`src/rtl/serial_detect_scheduler.sv`:
```
// serial_detect_scheduler
//
// Arbitrates NREQ requesters for a single serial pattern detector. The
// winning requester's WIDTH-bit word is shifted out MSB first on det_in,
// the detector's Moore output det_out is collected one clock behind each
// bit, and the collected word is presented on result with a done pulse.
//
// Optional feature macro: DET_RST_EN
//   When defined, a one-cycle FLUSH state follows arbitration and drives
//   det_rst so the detector starts every transaction from its reset state.
//   When undefined, there is no det_rst port and detector state carries over
//   between transactions.
//
// Ports:
//   clk       in   rising-edge clock
//   reset     in   asynchronous active-high reset
//   req       in   [NREQ]        per-requester request level
//   data      in   [NREQ*WIDTH]  requester i word at [i*WIDTH +: WIDTH]
//   grant     out  [NREQ]        one-hot owner, zero when idle
//   busy      out                high whenever the FSM is not IDLE
//   det_in    out                serial bit to the detector
//   det_valid out                det_in carries a payload bit
//   det_out   in                 detector Moore output
//   done      out                one-cycle completion pulse
//   done_id   out  [3]           completed requester index, valid with done
//   result    out  [WIDTH]       collected detector outputs, valid with done
//   det_rst   out                detector reset (DET_RST_EN only)
//
// Handshake: a requester holds req high until it sees its grant bit; its data
// word is captured only on the arbitration edge, and dropping req afterwards
// does not cancel the transaction. done is a single-cycle strobe with
// done_id/result valid in that cycle; both hold until the next done.
module serial_detect_scheduler #(
  parameter int NREQ  = 4,
  parameter int WIDTH = 8
) (
  input  logic                  clk,
  input  logic                  reset,
  input  logic [NREQ-1:0]       req,
  input  logic [NREQ*WIDTH-1:0] data,
  output logic [NREQ-1:0]       grant,
  output logic                  busy,
  output logic                  det_in,
  output logic                  det_valid,
  input  logic                  det_out,
  output logic                  done,
  output logic [2:0]            done_id,
  output logic [WIDTH-1:0]      result
`ifdef DET_RST_EN
  ,
  output logic                  det_rst
`endif
);

  localparam int              CW           = $clog2(WIDTH + 1);
  localparam logic [CW-1:0]   LAST_BIT     = CW'(WIDTH);
  localparam logic [CW-1:0]   FIRST_SAMPLE = CW'(2);
  localparam logic [NREQ-1:0] ONE_HOT0     = NREQ'(1);
  localparam logic [3:0]      NREQ4        = 4'(NREQ);

  typedef enum logic [2:0] {
    IDLE,
`ifdef DET_RST_EN
    FLUSH,
`endif
    SHIFT,
    DRAIN,
    DONE
  } state_t;

  // state is the FSM debug view; bind checkers to it hierarchically.
  state_t            state;
  state_t            state_n;
  logic [WIDTH-1:0]  sr;
  logic [WIDTH-1:0]  acc;
  logic [CW-1:0]     cnt;
  logic [2:0]        owner;
  logic [2:0]        last_winner;

  logic [7:0]        req8;
  logic [3:0]        cand;
  logic [2:0]        win_idx;
  logic              win_found;
  logic [WIDTH-1:0]  win_word;

  // Round-robin search starting one above the previous winner.
  always_comb begin
    req8      = 8'(req);
    win_found = 1'b0;
    win_idx   = last_winner;
    cand      = 4'd0;
    for (int k = 1; k <= NREQ; k++) begin
      cand = {1'b0, last_winner} + 4'(k);
      if (cand >= NREQ4) cand = cand - NREQ4;
      if (!win_found && req8[cand[2:0]]) begin
        win_found = 1'b1;
        win_idx   = cand[2:0];
      end
    end
    win_word = '0;
    for (int i = 0; i < NREQ; i++) begin
      if (win_idx == 3'(i)) win_word = data[i*WIDTH +: WIDTH];
    end
  end

  always_ff @(posedge clk or posedge reset) begin
    if (reset) state <= IDLE;
    else       state <= state_n;
  end

  always_comb begin
    state_n   = state;
    busy      = (state != IDLE);
    det_valid = (state == SHIFT);
    det_in    = (state == SHIFT) && sr[WIDTH-1];
    done      = (state == DONE);
`ifdef DET_RST_EN
    det_rst   = 1'b0;
`endif
    case (state)
      IDLE: begin
        if (win_found) begin
`ifdef DET_RST_EN
          state_n = FLUSH;
`else
          state_n = SHIFT;
`endif
        end
      end
`ifdef DET_RST_EN
      FLUSH: begin
        det_rst = 1'b1;
        state_n = SHIFT;
      end
`endif
      SHIFT:   if (cnt == LAST_BIT) state_n = DRAIN;
      DRAIN:   state_n = DONE;
      DONE:    state_n = IDLE;
      default: state_n = IDLE;
    endcase
  end

  // det_out lags det_in by one clock, so the first useful sample is in SHIFT
  // cycle 2 and the last one lands in DRAIN. The final sample goes straight
  // into result so result only changes on entry to DONE.
  always_ff @(posedge clk or posedge reset) begin
    if (reset) begin
      sr          <= '0;
      acc         <= '0;
      cnt         <= '0;
      owner       <= '0;
      last_winner <= 3'(NREQ - 1);
      grant       <= '0;
      done_id     <= '0;
      result      <= '0;
    end else begin
      case (state)
        IDLE: begin
          if (win_found) begin
            sr          <= win_word;
            acc         <= '0;
            cnt         <= CW'(1);
            owner       <= win_idx;
            last_winner <= win_idx;
            grant       <= ONE_HOT0 << win_idx;
          end
        end
        SHIFT: begin
          sr  <= sr << 1;
          cnt <= cnt + CW'(1);
          if (cnt >= FIRST_SAMPLE) acc <= {acc[WIDTH-2:0], det_out};
        end
        DRAIN: begin
          result  <= {acc[WIDTH-2:0], det_out};
          done_id <= owner;
        end
        DONE: begin
          grant <= '0;
        end
        default: ;
      endcase
    end
  end

endmodule
```
`config.mk`:
```
export PLATFORM = sky130hd
export DESIGN_NAME = serial_detect_scheduler
export DESIGN_NICKNAME = d
export VERILOG_FILES = /design/src/rtl/serial_detect_scheduler.sv
export SDC_FILE = /design/constraint.sdc
export NUM_CORES = 1
export LEC_CHECK = 0
export CAP_MARGIN = 20
export CORE_MARGIN = 2
export CORE_UTILIZATION = 50
export DETAILED_ROUTE_END_ITERATION = 10
export GPL_TIMING_DRIVEN = 0
export PLACE_DENSITY = 0.8
export RECOVER_POWER = 100
export SETUP_SLACK_MARGIN = 0.1
export SYNTH_ARGS = -nofsm -noshare
export SYNTH_HDL_FRONTEND = slang
export SYNTH_SLANG_ARGS = --single-unit
```
`constraint.sdc`:
```
create_clock -name clk -period 3.8 [get_ports clk]
set_input_delay 0.95 -clock clk [delete_from_list [all_inputs] [get_ports clk]]
set_output_delay 0.95 -clock clk [all_outputs]
set_load 0.1 [all_outputs]
```
**Yosys cells after proc, flatten, opt, wreduce, memory -nomap -nowiden**

Index checks and enable logic that the tools add are counted.

- Muxes and demuxes: 36
- Shifts and indexed selects: 1
- Equal/unequal tests: 10
- $lt $le $gt $ge: 9
- $add $sub $neg: 9
- Reductions and logical operators: 17

Operators with widths:

| cell | count |
|---|---|
| $mux 8 | 5 |
| $mux 3 | 10 |
| $ge 4x3->1 const B | 4 |
| $lt 3x4->1 const B | 4 |
| $pmux 4 s2 | 2 |
| $pmux 8 s2 | 1 |
| $mux 7 | 2 |
| $pmux 7 s2 | 1 |
| $bmux 1 s3 | 4 |
| $eq 3x2->1 const B | 4 |
| $sub 3x3->3 const B | 4 |
| $pmux 3 s3 | 1 |
| $add 3x2->4 const B | 2 |
| $mux 1 | 8 |
| $mux 4 | 2 |
| $reduce_and 2->1 | 4 |
| $eq 3x1->1 const B | 2 |
| $logic_not 3->1 | 2 |
| $add 3x1->4 const B | 1 |
| $add 3x3->4 const B | 1 |
| $add 4x1->4 const B | 1 |
| $eq 4x4->1 const B | 1 |
| $ge 4x2->1 const B | 1 |
| $logic_and 1x1->1 | 4 |
| other kinds (7) | 11 |

- Input bits: 39
- Output and inout port bits: 19
- Register bits: 43
- Logic and storage cells: 91

**Depth between registers and ports, before layout**

Gate-level depths: netlist (run 1).

- Depth after elaboration: 22
- Gate-level depth with buffers: 12
- Depth with buffers taken out: 9

**Worst setup path after synthesis (run 1)**

No wires, ideal clock.

- Kind: register to output
- From: register state[1]
- To: output det_in
- Arrival time: 2.653 ns
- Path buffers: 2
- Cell stages (with the launch flop): 6
- Setup slack: 0.197 ns
- Required time: 2.850 ns
- Path through: dfrtp_1 inv_1 ha_1 clkbuf_1 clkbuf_1 and2_1

- Word-level cells in the longest chain between the ends: 2

Ends and longest elaborated chain:

| element | RTL line | source |
|---|---|---|
| start, declared | 72 | `state_t state;` |
| start signal, assigned | 108 | `else state <= state_n;` |
| $eq 3x1->1 | -- |  |
| net det_valid | 44 | `output logic det_valid,` |
| $logic_and 1x1->1 | 115 | `det_in = (state == SHIFT) && sr[WIDTH-1];` |
| end, declared | 43 | `output logic det_in,` |

The timed path passes the listed nets, and every way through them passes these cells.

**Worst setup path in the final report (run 1)**

- From: register state[0]
- To: output busy

- Word-level cells in the longest chain between the ends: 1

Ends and longest elaborated chain:

| element | RTL line | source |
|---|---|---|
| $reduce_bool 3->1 | 113 | `busy = (state != IDLE);` |
| end, declared | 42 | `output logic busy,` |

No other way between the ends.

==> results.toml, run 1 <==
[status]
status = "finished with violations"
violations = "capacitance limit, slew limit"

[layout]
drive_above_1_share = 0.133
nNetsFinal = 372
final_util = 0.690
synthToLayoutAreaGrowth_pct = 31.3
antenna_cells = 0
finalNonFillerCells = 391

[worst_setup_path]
worstSetupPathType = "reg -> out"
crit-reg2reg-capture = "sr[0]$_DFFE_PP0P_"
required_ns = 2.85
reg2regPathDepth = 12
crit_end = "busy"
crit_fanout = 9
cp-start-kind = "flop"
worstPathArrival_ns = 2.58
endpoint_kind = "output port"
startpoint = "state[0]$_DFFE_PP0P_"
worstReg2RegStart = "last_winner[1]$_DFFE_PP1P_"
regToRegSetupSlack_ns = 0.37

[global_route]
grt_pass1_vias = 1964
antenna_found_initial = 0
grt_usage = 0.219
grt_max_degree = 42
grt_pass1_wl_um = 9290
grt_overflow_total = 0

[yosys]
yosysSeqAreaShare = 0.409
synth_top_area_share = 0.388
ys_async_sr_fraction = 1.00
synth_edf_count = 0
synth_flop_cell = "dfrtp_1"
ys_ff_latch = 41
syn_avg_cell_area_um2 = 9.72
netlist_area_um2 = 2520
synthTopCellsByArea = "dfrtp_1 (39%), mux2_2 (7.6%), ha_1 (5.0%)"
yosysMostFrequentCell = "dfrtp_1"
syn-num-nets = 308
synth_top_area_cell = "dfrtp_1"
syn_inst = 259
synth_warnings = 0
synth_commonest_cells = "dfrtp_1 (39), nand2_1 (23), a21oi_1 (19)"
synth.distinct_cells = 48

[clocking]
cts_tree = "done"
cts_root_buf = "clkbuf_8"
cts_buffers = 5
path_clk_slew_ns = 0.08
cts.sinks = 41
cts.hold.buffers_added = 0
clockBufferDepth = 2
h-tree-depth = 2
insertion_delay_ns = 0.30
cts_setup_buffers = 0
ctsResizeCount = 1

[job]
maxCapViolations = 1

[sta]
finalHoldViolations = 0
fmax_mhz = 283
fin_hold_ws_ns = 0.492
period_share = 0.929
grt_setup_unrepaired = "no"
slew_headroom = -0.0298
slew_violations = 42
tightest_slew_ns = 1.54
fin_skew_ns = 0.00483
tns_ns = 0
fin_crit_ns = 3.53
setup_viol = 0

[route]
route.antenna.remaining_nets = 0
dr.pass1.iters = 5
num_vias = 2196
viasPerCell = 5.62
routed_wirelength_um = 5830
route.detailed.drc = 0
avgRoutedWirePerCell_um = 14.9
drtIter0Drc = 123

[placement]
dp_hpwl_um = 4410
io_buffers = 57
routabilityCongestion = 0.876
dp_cells = 383

[pwr]
swShare = 0.498
combPwrFrac = 0.647
powerDensity_nw_per_um2 = 948
power_switching_uw = 1560
p_int_uw = 1570
pwr-share-seq = 0.217
ir_drop_mv = 0.668
finalPower_uw = 3130
p_leak_uw = 0.00153
p_clk_frac = 0.136

[die]
ioPinCount = 58
rows = 25
die_h_um = 75.0
die_x_um = 75.0
dieArea_um2 = 5620
core_um2 = 4790
initial_core_util = 0.526

[worst_hold_path]
hold_path_class = "reg -> reg"
==> kinds of logic (layout without fill, tap and decap cells) <==
group	count (synthesis)	in the layout	synth area share
mux	25	25	0.128
flops	41	41	0.409
fa+ha+maj	10	10	0.0497
compound gates	69	69	0.188
simple gates	79	79	0.160
xor+xnor	3	3	0.0104
buf+inv	32	97	0.0562
==> power groups by stage <==
stage / logic (µW) / clock network [µW] / registers [µW]
4_1_cts: 2050 / 430 / 684
2_1_floorplan: 1360 / 0 / 896
3_3_place_gp: 2010 / 0 / 686
6_report: 2030 / 426 / 680
3_5_place_dp: 2050 / 0 / 692
5_1_grt: 2210 / 447 / 697
==> state kept, by name, summed over array words and instances (netlist names) <==
signal	flops
result	8
state	2
sr	8
cnt	4
acc	7
owner	3
done_id	3
grant	4
last_winner	2
==> metal layers <==
layer  GRT usage  routed length (µm)  up-vias
li1            -                   -     1056
met1       0.306                2710     1070
met2       0.339                2760       60
met3      0.0455                 249       10
met4      0.0754                 109        0
met5           0                   0        -
==> worst max-delay path: stages, from the launching register on <==
cell,delay (ns)
dfrtp_1,0.43
inv_1,0.08
ha_1,0.20
clkbuf_1,0.19
inv_1,0.16
dlygate4sd3_1,1.22
==> cell usage in the layout, fill, tap and decap left out, types with 2 or more instances in the layout <==
master / instances
dfrtp_1: 39
clkdlybuf4s50_1: 37
nand2_1: 23
a21oi_1: 19
dlygate4sd3_1: 19
mux2_2: 17
inv_1: 16
o21ai_0: 15
nor2_1: 15
nand2b_1: 10
ha_1: 10
nand3_1: 9
clkbuf_1: 7
a22oi_1: 5
a22o_1: 5
clkbuf_8: 5
mux2i_1: 4
buf_2: 4
nor2b_1: 4
mux4_2: 4
o31ai_1: 4
nand3b_1: 3
a21o_1: 3
and2_1: 3
and3b_1: 3
xnor2_1: 3
a222oi_1: 3
a221oi_1: 3
buf_6: 2
clkbuf_2: 2
or3_1: 2
bufinv_16: 2
==> worst min path at each step <==
stage	startpoint	endpoint	depth (start not counted)
6_report	owner[0]$_DFFE_PP0P_	owner[0]$_DFFE_PP0P_	2
5_1_grt	result[7]$_DFFE_PP0N_	result[7]$_DFFE_PP0N_	1
4_1_cts	owner[0]$_DFFE_PP0P_	owner[0]$_DFFE_PP0P_	2
3_5_place_dp	owner[0]$_DFFE_PP0P_	owner[0]$_DFFE_PP0P_	2
3_3_place_gp	owner[0]$_DFFE_PP0P_	owner[0]$_DFFE_PP0P_	2
2_1_floorplan	owner[0]$_DFFE_PP0P_	owner[0]$_DFFE_PP0P_	2
==> final cells by class <==
type	count	area (µm²)
Timing Repair Buffer	57	566
Multi-Input combinational cell	186	1350
Tap cell	67	83.8
Inverter	17	63.8
Fill cell	388	1480
Clock buffer	5	68.8
Buffer	15	77.6
Sequential cell	41	1030
Clock inverter	3	68.8
==> through the flow <==
stage                     cell area, µm²  setup WS (ns)
final                               3300          0.271
after global routing                3300         0.0798
after CTS                           3310          0.102
after detailed placement            3170          0.135
after global placement              3170          0.160
after floorplan                     2520          0.197
Power figures use the tool's default switching activity.
==> run 2, diff against run 1 <==
--- a/config.mk
+++ b/config.mk
@@ -10,9 +10,11 @@
 export CORE_UTILIZATION = 50
 export DETAILED_ROUTE_END_ITERATION = 10
 export GPL_TIMING_DRIVEN = 0
+export MAX_ROUTING_LAYER = met4
 export PLACE_DENSITY = 0.8
 export RECOVER_POWER = 100
 export SETUP_SLACK_MARGIN = 0.1
+export SKIP_CTS_REPAIR_TIMING = 1
 export SYNTH_ARGS = -nofsm -noshare
 export SYNTH_HDL_FRONTEND = slang
 export SYNTH_SLANG_ARGS = --single-unit
==> results.toml, run 2 (synthesized netlist as in run 1, its figures left out) <==
[pwr]
p_leak_uw = 0.00154
finalPower_uw = 3030
ir_drop_mv = 0.598
powerDensity_nw_per_um2 = 919

[sta]
tns_ns = 0
setup_viol = 0
slew_violations = 42
grt_setup_unrepaired = "no"
fin_skew_ns = 0.00442
tightest_slew_ns = 1.55
slew_headroom = -0.0327
period_share = 0.930
setup_slack_ns = 0.266
finalHoldViolations = 0
fin_crit_ns = 3.53
fmax_mhz = 283

[clocking]
clockBufferDepth = 2
path_clk_slew_ns = 0.07
h-tree-depth = 2
cts.sinks = 41
cts_buffers = 5
cts_tree = "done"
insertion_delay_ns = 0.29
cts_root_buf = "clkbuf_8"

[route]
viasPerCell = 5.54
avgRoutedWirePerCell_um = 14.7
route.antenna.remaining_nets = 0
routed_wirelength_um = 5810
num_vias = 2195
dr.pass1.iters = 4
drtIter0Drc = 116
route.detailed.drc = 0

[worst_setup_path]
endpoint_kind = "output port"
crit_fanout = 9
worstSetupPathType = "reg -> out"
worstPathArrival_ns = 2.58
crit-reg2reg-capture = "sr[0]$_DFFE_PP0P_"
required_ns = 2.85
cp-start-kind = "flop"
regToRegSetupSlack_ns = 0.31
worstReg2RegStart = "last_winner[1]$_DFFE_PP1P_"
reg2regPathDepth = 11

[layout]
antenna_cells = 0
drive_above_1_share = 0.146
post-route-cell-area_um2 = 3300
top_regs = "result (8), sr (8), acc (7)"
final_util = 0.689
mostFrequentLayoutCells = "dfrtp_1 (39), clkdlybuf4s50_1 (37), nand2_1 (23)"
nNetsFinal = 377
synthToLayoutAreaGrowth_pct = 31.0
fillerInstances = 403
final_common_cell = "dfrtp_1"

[placement]
placed_cell_area_um2 = 3170
routabilityCongestion = 0.881
dpl_worst_slack_ns = 0.113
io_buffers = 57
dp_hpwl_um = 4390

[worst_hold_path]
hold_end = "owner[0]$_DFFE_PP0P_"
hold_path_class = "reg -> reg"
min_from = "owner[0]$_DFFE_PP0P_"
min_path_cells = 2

[job]
maxCapViolations = 1

[die]
dieArea_um2 = 5620
rows = 25
core_um2 = 4790
die_x_um = 75.0
initial_core_util = 0.526
die_h_um = 75.0
ioPinCount = 58

[global_route]
grt_pass1_wl_um = 9290
grt_overflow_total = 0
grt_pass1_vias = 1937
grt_max_degree = 42
grt_usage = 0.226
antenna_found_initial = 0

[status]
violations = "capacitance limit, slew limit"
status = "finished with violations"
## run 2: final cells by class
type | instances | area, µm² | area share
multi-input combinational | 186 | 1350 | 0.409
sequential | 41 | 1030 | 0.312
timing repair buffer | 62 | 599 | 0.182
tap | 67 | 83.8 | 0.0254
clock buffer | 6 | 82.6 | 0.0250
buffer | 15 | 78.8 | 0.0239
inverter | 17 | 63.8 | 0.0193
clock inverter | 2 | 13.8 | 0.00417
## run 2: power by group
part           switching (µW)  internal [µW]
Clock                     148            147
Sequential               96.7            586
Combinational            1310            743
## run 2: per-stage QoR
step	instances	hold slack, ns
4_1_cts	391	0.492
3_5_place_dp	383	0.474
6_report	396	0.487
3_3_place_gp	383	0.464
2_1_floorplan	259	0.444
5_1_grt	396	0.520
## run 2: worst max-delay path by stage
stage / startpoint / to / slack, ns / cells past startpoint
after floorplan: state[1]$_DFFE_PP0P_ / det_in / 0.20 / 5
after global placement: state[1]$_DFFE_PP0P_ / det_in / 0.16 / 6
after detailed placement: state[1]$_DFFE_PP0P_ / det_in / 0.11 / 6
after CTS: state[1]$_DFFE_PP0P_ / det_in / -0.21 / 6
after global routing: last_winner[1]$_DFFE_PP1P_ / sr[0]$_DFFE_PP0P_ / 0.09 / 11
final: state[0]$_DFFE_PP0P_ / busy / 0.27 / 5
## run 2: layer usage
metal	GRT usage	up-vias	wire length, µm
met5	-	-	0
met2	0.345	53	2780
met4	0.0595	0	63
li1	-	1072	-
met3	0.0442	4	219
met1	0.309	1066	2750
## run 2: worst max-delay path, stage by stage, from the launching register on
cell and delay [ns]:
dfrtp_1 0.43, inv_1 0.08, ha_1 0.19, clkbuf_1 0.20
inv_1 0.16, dlygate4sd3_1 1.23
==> run 3, diff against run 2 <==
--- a/config.mk
+++ b/config.mk
@@ -9,10 +9,9 @@
 export CORE_MARGIN = 2
 export CORE_UTILIZATION = 50
 export DETAILED_ROUTE_END_ITERATION = 10
-export GPL_TIMING_DRIVEN = 0
 export MAX_ROUTING_LAYER = met4
-export PLACE_DENSITY = 0.8
-export RECOVER_POWER = 100
+export PLACE_DENSITY = 0.83
+export RECOVER_POWER = 50
 export SETUP_SLACK_MARGIN = 0.1
 export SKIP_CTS_REPAIR_TIMING = 1
 export SYNTH_ARGS = -nofsm -noshare
==> results.toml, run 3 (synthesized netlist as in run 1, its figures left out) <==
[route]
dr.pass1.iters = 4
drtIter0Drc = 114
routed_wirelength_um = 5530
num_vias = 2104
route.antenna.remaining_nets = 0
avgRoutedWirePerCell_um = 14.5
route.detailed.drc = 0
viasPerCell = 5.52

[status]
status = "finished with violations"
violations = "capacitance limit, slew limit"

[global_route]
grt_overflow_total = 0
grt_max_degree = 42
antenna_found_initial = 0
grt_pass1_wl_um = 9030
grt_pass1_vias = 1939
grt_usage = 0.216

[worst_setup_path]
endpoint_kind = "flop"
worstPathArrival_ns = 3.59
required_ns = 4.00
worstSetupPathType = "reg -> reg"
crit_fanout = 18
cp-start-kind = "flop"

[pwr]
swShare = 0.500
power_switching_uw = 1510
ir_drop_mv = 0.558
p_int_uw = 1520
powerDensity_nw_per_um2 = 937
pwr-share-seq = 0.240
finalPower_uw = 3030
combPwrFrac = 0.639
p_clk_frac = 0.121
p_leak_uw = 0.00146

[layout]
synthToLayoutAreaGrowth_pct = 28.5
top_regs = "result (8), sr (8), acc (7)"
mostFrequentLayoutCells = "clkdlybuf4s50_1 (52), dfrtp_1 (39), nand2_1 (23)"
final_common_cell = "clkdlybuf4s50_1"
antenna_cells = 0
nNetsFinal = 362
final_util = 0.676
drive_above_1_share = 0.137

[die]
ioPinCount = 58
die_x_um = 75.0
core_um2 = 4790
initial_core_util = 0.526
dieArea_um2 = 5620
rows = 25
die_h_um = 75.0

[worst_hold_path]
hold_path_class = "reg -> reg"

[placement]
dp_hpwl_um = 4090
routabilityCongestion = 0.829
io_buffers = 57

[sta]
fin_hold_ws_ns = 0.507
finalHoldViolations = 0
period_share = 0.893
setup_viol = 0
grt_setup_unrepaired = "no"
fin_crit_ns = 3.39
slew_headroom = -0.416
fmax_mhz = 295
tightest_slew_ns = 2.12
tns_ns = 0
slew_violations = 42
fin_skew_ns = 0.00787

[clocking]
clockBufferDepth = 2
path_clk_slew_ns = 0.07
cts_tree = "done"
cts.sinks = 41
h-tree-depth = 2
cts_buffers = 5
cts_root_buf = "clkbuf_8"
insertion_delay_ns = 0.30

[job]
maxCapViolations = 1
run 3: cell count changes in the layout (fill, tap and decap cells not counted), moves of 3 or more:
cell,change
clkdlybuf4s50_1,+15
buf_4,+5
dlygate4sd3_1,-18
clkbuf_2,-3
buf_2,-4
clkbuf_1,-5
run 3: layout make-up:
cell class	instances	area, µm²
tap	67	83.8
clock inverter	1	30.0
sequential	41	1030
clock buffer	7	86.3
timing repair buffer	62	594
fill	402	1550
multi-input combinational	186	1350
inverter	17	63.8
run 3: power groups by stage:
stage                     registers, µW  clock network (µW)  logic, µW
after floorplan                     896                   0       1360
after CTS                           727                 369       1930
after global placement              726                   0       1880
after global routing                751                 388       2100
after detailed placement            734                   0       1930
final                               728                 366       1940
run 3: per-stage QoR:
stage	std cells	area, µm²	setup slack (ns)
floorplan	259	2520	0.197
global placement	373	3120	0.305
detailed placement	373	3120	0.146
CTS	381	3240	0.456
global route	381	3230	0.225
finish	381	3230	0.406
run 3: final timing paths:
kind                                               end                        from  depth (start not counted)  slack [ns]
worst min register to register       sr[5]$_DFFE_PP0P_           sr[5]$_DFFE_PP0P_                          2        0.51
worst min-delay path                 sr[5]$_DFFE_PP0P_           sr[5]$_DFFE_PP0P_                          2        0.51
min in group asynchronous       done_id[2]$_DFFE_PP0N_                       reset                          3        1.87
worst max-delay path                 sr[6]$_DFFE_PP0P_  last_winner[0]$_DFFE_PP1P_                          9        0.41
max in group asynchronous            sr[6]$_DFFE_PP0P_                       reset                          3        0.72
worst max register to register       sr[6]$_DFFE_PP0P_  last_winner[0]$_DFFE_PP1P_                          9        0.41
run 3: routing by layer:
layer  part of all wire  vias up  routed length [µm]  track usage
met5                  0        -                   0            -
met4              0.014        0                  76       0.0675
met3              0.053        6                 293       0.0415
met2               0.48       69                2650        0.323
met1               0.45      997                2510        0.299
li1                   -     1032                   -            -
run 3: critical path: stages (launching register included):
cell	delay (ns)
dfstp_2	0.77
inv_2	0.14
ha_1	0.43
mux2i_1	0.17
o2111ai_1	0.27
nand2_1	0.10
a41oi_1	0.37
nor2b_1	0.63
a222oi_1	0.18
o31ai_1	0.25
==> RTL edit (config.mk and constraints of run 1) <==
Change the parameter `WIDTH` from 8 to 32.
--- a/src/rtl/serial_detect_scheduler.sv
+++ b/src/rtl/serial_detect_scheduler.sv
@@ -32,7 +32,7 @@
 // done_id/result valid in that cycle; both hold until the next done.
 module serial_detect_scheduler #(
   parameter int NREQ  = 4,
-  parameter int WIDTH = 8
+  parameter int WIDTH = 32
 ) (
   input  logic                  clk,
   input  logic                  reset,
Ports: changed (resized data and result); port bits go from 58 to 178. No check against the original RTL was run, so the function may have changed too.
==> RTL edit against run 1 <==
- via count grew to 2.9 times the old value
- area after synthesis grew to 2.7 times the old value
- final cell count increased to 2.9 times the old value
- fmax fell by 2.6%
- register-to-register slack worse by 0.19 ns
- cell area grew to 2.9 times the old value
- worst setup slack got worse by 0.093 ns
- critical path type is now reg2reg
- sequential cell count is 74 higher
- total power grew to 2.7 times the old value
- routed wire length rose to 3.3 times the old value
==> RTL edit: results <==
[power]
p_per_area_mw_per_mm2 = 896.2
powerComb_w = 0.00514
power.leakage_nw = 4.183

[cells_and_area]
register_area_sq_mm = 0.002880
multi_input_cells = 541
fillers = 975
clkCellAreaFrac_pct = 6.745
nNonClkBuffers = 248
multiInputGateArea_sq_mm = 0.003525
buffer_area_share_pct = 23.05
nNonClkInverters = 11

[routing]
vias_per_cell = 5.746
drtIter0Drc = 482
drt-met1-wl_um = 7936

[cts]
cts.clk_slew.worst_paths_ns = 0.05
cts_buffers = 17
cts-resized-gates = 25
h-tree-depth = 4
post_cts_buffers = 3
clk_latency_ns = 0.41

[placed_design]
place_area_sq_mm = 0.008737

[setup_path]
r2r-end = sr[30]$_DFFE_PP0P_
crit_path_max_incr_delay_ns = 0.55
critPathMaxFanout = 10
r2r_setup_slack_ns = 0.18
crit_arrival_ns = 3.89

[logic_synthesis]
avgSynthCellArea_sq_um = 9.139
synth-seq-area-share_pct = 43.17
synth_commonest_cells = nand2_1, dfrtp_1, o21ai_0
synth_compound_area_share_pct = 22.52
synth_nets = 874
synth_adder_area_share_pct = 1.688
synth_cell_type_count = 51

[worst_hold_path]
hold_path_end = owner[1]$_DFFE_PP0P_

[grt]
first_global_vias = 6439
grtUsageMet1_pct = 34.58
met2_usage_pct = 46.86
grt_start_max_net_pins = 36
grt_use_met3_pct = 5.133

[timing]
tightestPinTransition_ns = 1.314
skew_ns = 0.007482

[run_status]
status = finished clean
-- RTL edit: cell types whose count changed after synthesis, moves of 40 or more --
| cell | change |
|---|---|
| nand2_1 | +110 |
| a31oi_1 | +45 |
| o21ai_0 | +76 |
| mux2i_1 | +40 |
| dfrtp_1 | +74 |
| clkbuf_1 | +41 |
-- RTL edit: through the flow --
step | instances | worst slack (ns)
after CTS | 1120 | 0.08107
after floorplan | 730 | 0.1249
after global placement | 1083 | -0.5231
final | 1123 | 0.1779
after global routing | 1123 | 0.03312
after detailed placement | 1086 | -0.5300
-- RTL edit: kinds of logic after synthesis --
kind of cell,Yosys count
XOR/XNOR,2
adder cells (fa/ha/maj),9
buffers and inverters,74
flip-flops,115
AND/OR/NAND/NOR,207
multiplexers,84
AO/OA/AOI/OAI,239
-- RTL edit: worst max-delay path: cells and delay by family, from the launching register on --
kind            cells  cell delay, ns
buf+inv             9            1.31
compound gates      4            0.97
flops               1            0.55
fa+ha+maj           1            0.31
simple gates        1            0.20
mux                 1            0.14
